===== src/rtl/p405s_icu_dp_regpipe.sv =====
// DEPTH-stage valid-tagged datapath register pipe between ICU fetch capture and the
// instruction buffer; empty stages collapse forward while the output is held.
module p405s_icu_dp_regpipe #(
    parameter int unsigned WIDTH = 32,
    parameter int unsigned DEPTH = 2,
    parameter int unsigned CNTW  = 4
) (
    input  logic             CB,
    input  logic             RSTL,
    input  logic [0:WIDTH-1] D,
    input  logic             E1,
    output logic             IN_RDY,
    input  logic             HOLD,
    input  logic             FLUSH,
    output logic [0:WIDTH-1] L2,
    output logic             L2_VLD,
    output logic [0:CNTW-1]  CNT
);

    localparam int unsigned LAST = DEPTH - 1;

    logic [0:WIDTH-1] r_d [DEPTH];
    logic [DEPTH-1:0] r_v;
    logic [0:CNTW-1]  r_cnt;

    logic [DEPTH-1:0] w_acc;
    logic [DEPTH-1:0] w_in_v;
    logic [0:WIDTH-1] w_in_d [DEPTH];
    logic [DEPTH-1:0] w_nxt_v;
    logic [0:WIDTH-1] w_nxt_d [DEPTH];
    logic             w_ret;
    logic             w_wr;

    // Stage k can load iff the tail can drain or some stage at or beyond k is empty.
    for (genvar k = 0; k < DEPTH; k++) begin : g_acc
        assign w_acc[k] = ~HOLD | ~(&r_v[LAST:k]);
    end

    assign w_ret  = r_v[LAST] & ~HOLD;
    assign IN_RDY = w_acc[0] & ~FLUSH;
    assign w_wr   = E1 & IN_RDY;

    assign w_in_v[0] = w_wr;
    assign w_in_d[0] = D;
    for (genvar k = 1; k < DEPTH; k++) begin : g_in
        assign w_in_v[k] = r_v[k-1];
        assign w_in_d[k] = r_d[k-1];
    end

    // Data load is gated by the incoming valid so an empty stage always holds zero.
    for (genvar k = 0; k < DEPTH; k++) begin : g_nxt
        assign w_nxt_v[k] = w_acc[k] ? w_in_v[k] : r_v[k];
        assign w_nxt_d[k] = w_acc[k] ? (w_in_v[k] ? w_in_d[k] : '0) : r_d[k];
    end

    always_ff @(posedge CB) begin
        if (!RSTL || FLUSH) begin
            r_v   <= '0;
            r_d   <= '{default: '0};
            r_cnt <= '0;
        end else begin
            r_v   <= w_nxt_v;
            r_d   <= w_nxt_d;
            r_cnt <= r_cnt + CNTW'(w_wr) - CNTW'(w_ret);
        end
    end

    assign L2     = r_d[LAST];
    assign L2_VLD = r_v[LAST];
    assign CNT    = r_cnt;

endmodule


===== config.mk =====
export PLATFORM = sky130hd
export DESIGN_NAME = p405s_icu_dp_regpipe
export DESIGN_NICKNAME = d
export VERILOG_FILES = /design/src/rtl/p405s_icu_dp_regpipe.sv
export SDC_FILE = /design/constraint.sdc
export NUM_CORES = 1
export LEC_CHECK = 0
export CORE_AREA = 2 2 55 109
export DETAILED_ROUTE_END_ITERATION = 10
export DIE_AREA = 0 0 57 111
export PLACE_DENSITY = 0.82
export SETUP_SLACK_MARGIN = 0.15
export SLEW_MARGIN = 15
export SYNTH_ARGS = -nofsm -noshare
export SYNTH_HDL_FRONTEND = slang
export SYNTH_SLANG_ARGS = --single-unit

===== constraint.sdc =====
create_clock -name CB -period 3 [get_ports CB]
set_input_delay 0.6 -clock CB [delete_from_list [all_inputs] [get_ports CB]]
set_output_delay 0.6 -clock CB [all_outputs]
set_load 0.02 [all_outputs]

==> impl_metrics.yaml <==
global_route:
  grt_start_max_net_pins: 35
  antenna_found_initial: 0
  grt_pass1_wl_um: 9980
  first_global_vias: 2185
  grt_overflow: 0
  grt_usage_pct: 19.6
floorplanning:
  floorplan.io_pins: 75
  std_cell_rows: 39
  die_x_um: 57
  die_y_um: 111
  core_area_um2: 5560
  initial_core_util_pct: 48.7
  die_area_um2: 6330
synthesis:
  synth_edf_count: 0
  ys_ff_latch: 70
  synth_area_leader_cell: "dfxtp_1"
  synth_cells: 286
  ys.flop_type: "dfxtp_1"
  yosys-top-cells-area: "dfxtp_1 52%, a22o_1 10%, buf_4 9.1%, a21oi_1 6.6%, nand3_1 6.3%"
  yosysWarnings: 0
  syn_area_per_cell_um2: 9.48
  ys_seq_area_share_pct: 51.7
  async_flop_share_pct: 0
  synth.cell_area_um2: 2710
  syn-num-nets: 328
  synth_top_area_share_pct: 51.7
  synthDistinctLibCells: 22
power_and_ir_drop:
  power.density_nw_per_um2: 613
  p_leak_uw: 0.00126
  finalPower_uw: 2180
  ir_worst_vdd_mv: 0.705
timing:
  fmax_ghz: 0.362
  drv_slew: 0
  timing.final.crit_share_pct: 92.0
  worst_slew_pin_slew_ps: 654
  slew_headroom_pct: 56.4
  fin_crit_ps: 2760
  setup_violations: 0
  rsz0062_at_grt: "false"
  skew_ps: 5.49
  fin_setup_tns_ps: 0
  hold_violations: 0
placement:
  place.gp.congestion: 0.781
  hpwl_um: 4040
  portBuffers: 74
  dpl_cell_area_um2: 3230
clocking:
  cts_buffer_depth: 2
  root_buffer: "clkbuf_16"
  cts_buffers: 9
  htreeDepth: 3
  post_cts_buffers: 0
  clock_sinks: 70
  tritoncts: "built"
  hold_buffers: 0
  clock_latency_ps: 320
  ctsResizeCount: 0
  clk_pin_slew_ps: 50
critical_path:
  cp-start-kind: "input pin"
  cp.arrival_ps: 2160
  worstPathMaxFanout: 4
  timing.rr.start: "r_v[1]$_SDFFE_PP0P_"
  crit_start: "HOLD"
  slowest_delay_ps: 660
  cp_slowest_cell: "clkdlybuf4s50_1"
  critPathTopFamily: "buffers and inverters"
  path_cells: "clkdlybuf4s50_1 -> and2_1 -> a21oi_1 -> clkdlybuf4s50_1"
  critPathMostFrequentCell: "clkdlybuf4s50_1"
  crit_type: "input pin to primary output"
  cp-end-kind: "primary output"
  path_buf_inv: 2
  cp_data_required_time_ps: 2400
run:
  drv_cap: 0
final_layout:
  drive_gt1_share_pct: 7.90
  n_antenna_cell: 0
  area_growth_pct: 31.1
  final_common_cell: "clkdlybuf4s50_1"
  design_area_um2: 3550
  fin_nets: 366
  fin_util_pct: 63.9
  final_cell_mix: "74 x clkdlybuf4s50_1, 70 x dfxtp_1, 36 x a21oi_1, 34 x nand2_1, 34 x nand3_1"
detailed_routing:
  dr.pass1.iters: 4
  vias_per_cell: 5.34
  vias: 2082
  drt_iter0_markers: 74
  drc_errors: 0
  wl_per_cell_um: 15.3
  ant_nets: 0
  routed_wl_um: 5950
outcome:
  outcome: "complete, no violations"
min_path:
  hold_start: "L2[31]$_SDFFE_PP0P_"
  hold_class: "flop to flop"
==> registers in the layout (all words and copies together), names as in the netlist <==
register / cells
L2: 32
CNT: 4
r_v: 2
r_d: 32
==> tightest hold or removal path, cell delays in order, from the launching register on <==
cell     delay [ps]
dfxtp_1         300
nand2_1          50
a21oi_1          50
==> synth_stat cells (2+ instances only) <==
cell,count
a21oi_1,36
a22o_1,32
and2_1,2
buf_1,5
buf_2,8
buf_4,33
buf_6,4
clkbuf_1,4
dfxtp_1,70
ha_1,4
inv_1,6
nand2_1,34
nand3_1,34
nor2_1,5
nor2b_1,2
==> metrics by stage <==
step                      worst slack (ps)  hold slack, ps  cells
after floorplan                        421             432    286
after global placement                 258             438    374
after detailed placement               166             445    374
after CTS                              217             453    390
after global routing                   165             474    390
final                                  239             449    390
==> per-layer routing <==
layer / track usage [%] / routed length (µm)
met1: 24.1 / 2400
met2: 32.4 / 3100
met3: 5.02 / 402
met4: 7.29 / 54
met5: 0 / 0
==> cell families after synthesis <==
kind of cell               after synthesis  share of synthesized area [%]
xor gates and xnor gates                 2                          0.646
DFF                                     70                           51.7
adders and majority gates                5                           2.59
and+or+nand+nor                         80                           13.4
AOI/OAI and AO/OA                       69                           17.3
buffers and inverters                   60                           14.4
==> final timing paths <==
path | cells past startpoint | slack [ps] | endpoint
max | 4 | 240 | IN_RDY
min | 2 | 450 | L2[31]$_SDFFE_PP0P_
max reg2reg | 10 | 970 | CNT[1]$_SDFF_PP0_
min reg2reg | 2 | 450 | L2[31]$_SDFFE_PP0P_
==> cell type report <==
type                    instances  area (µm²)
multi-input cells             156         923
well taps                      61        76.3
repair buffers                 81         806
clock inverters                 7        97.6
flip-flops and latches         70        1400
inverters                       6        22.5
clock buffers                   9         225
fillers                       482        2010
==> power breakdown <==
group	internal, µW	leakage (µW)	switching, µW	total [µW]
Clock	729	0.000152	384	1110
Combinational	64.5	0.000538	44.9	109
Sequential	944	0.000567	8.65	953
Total	1740	0.00126	438	2180
Note: power is estimated with default switching activity, not from simulation.
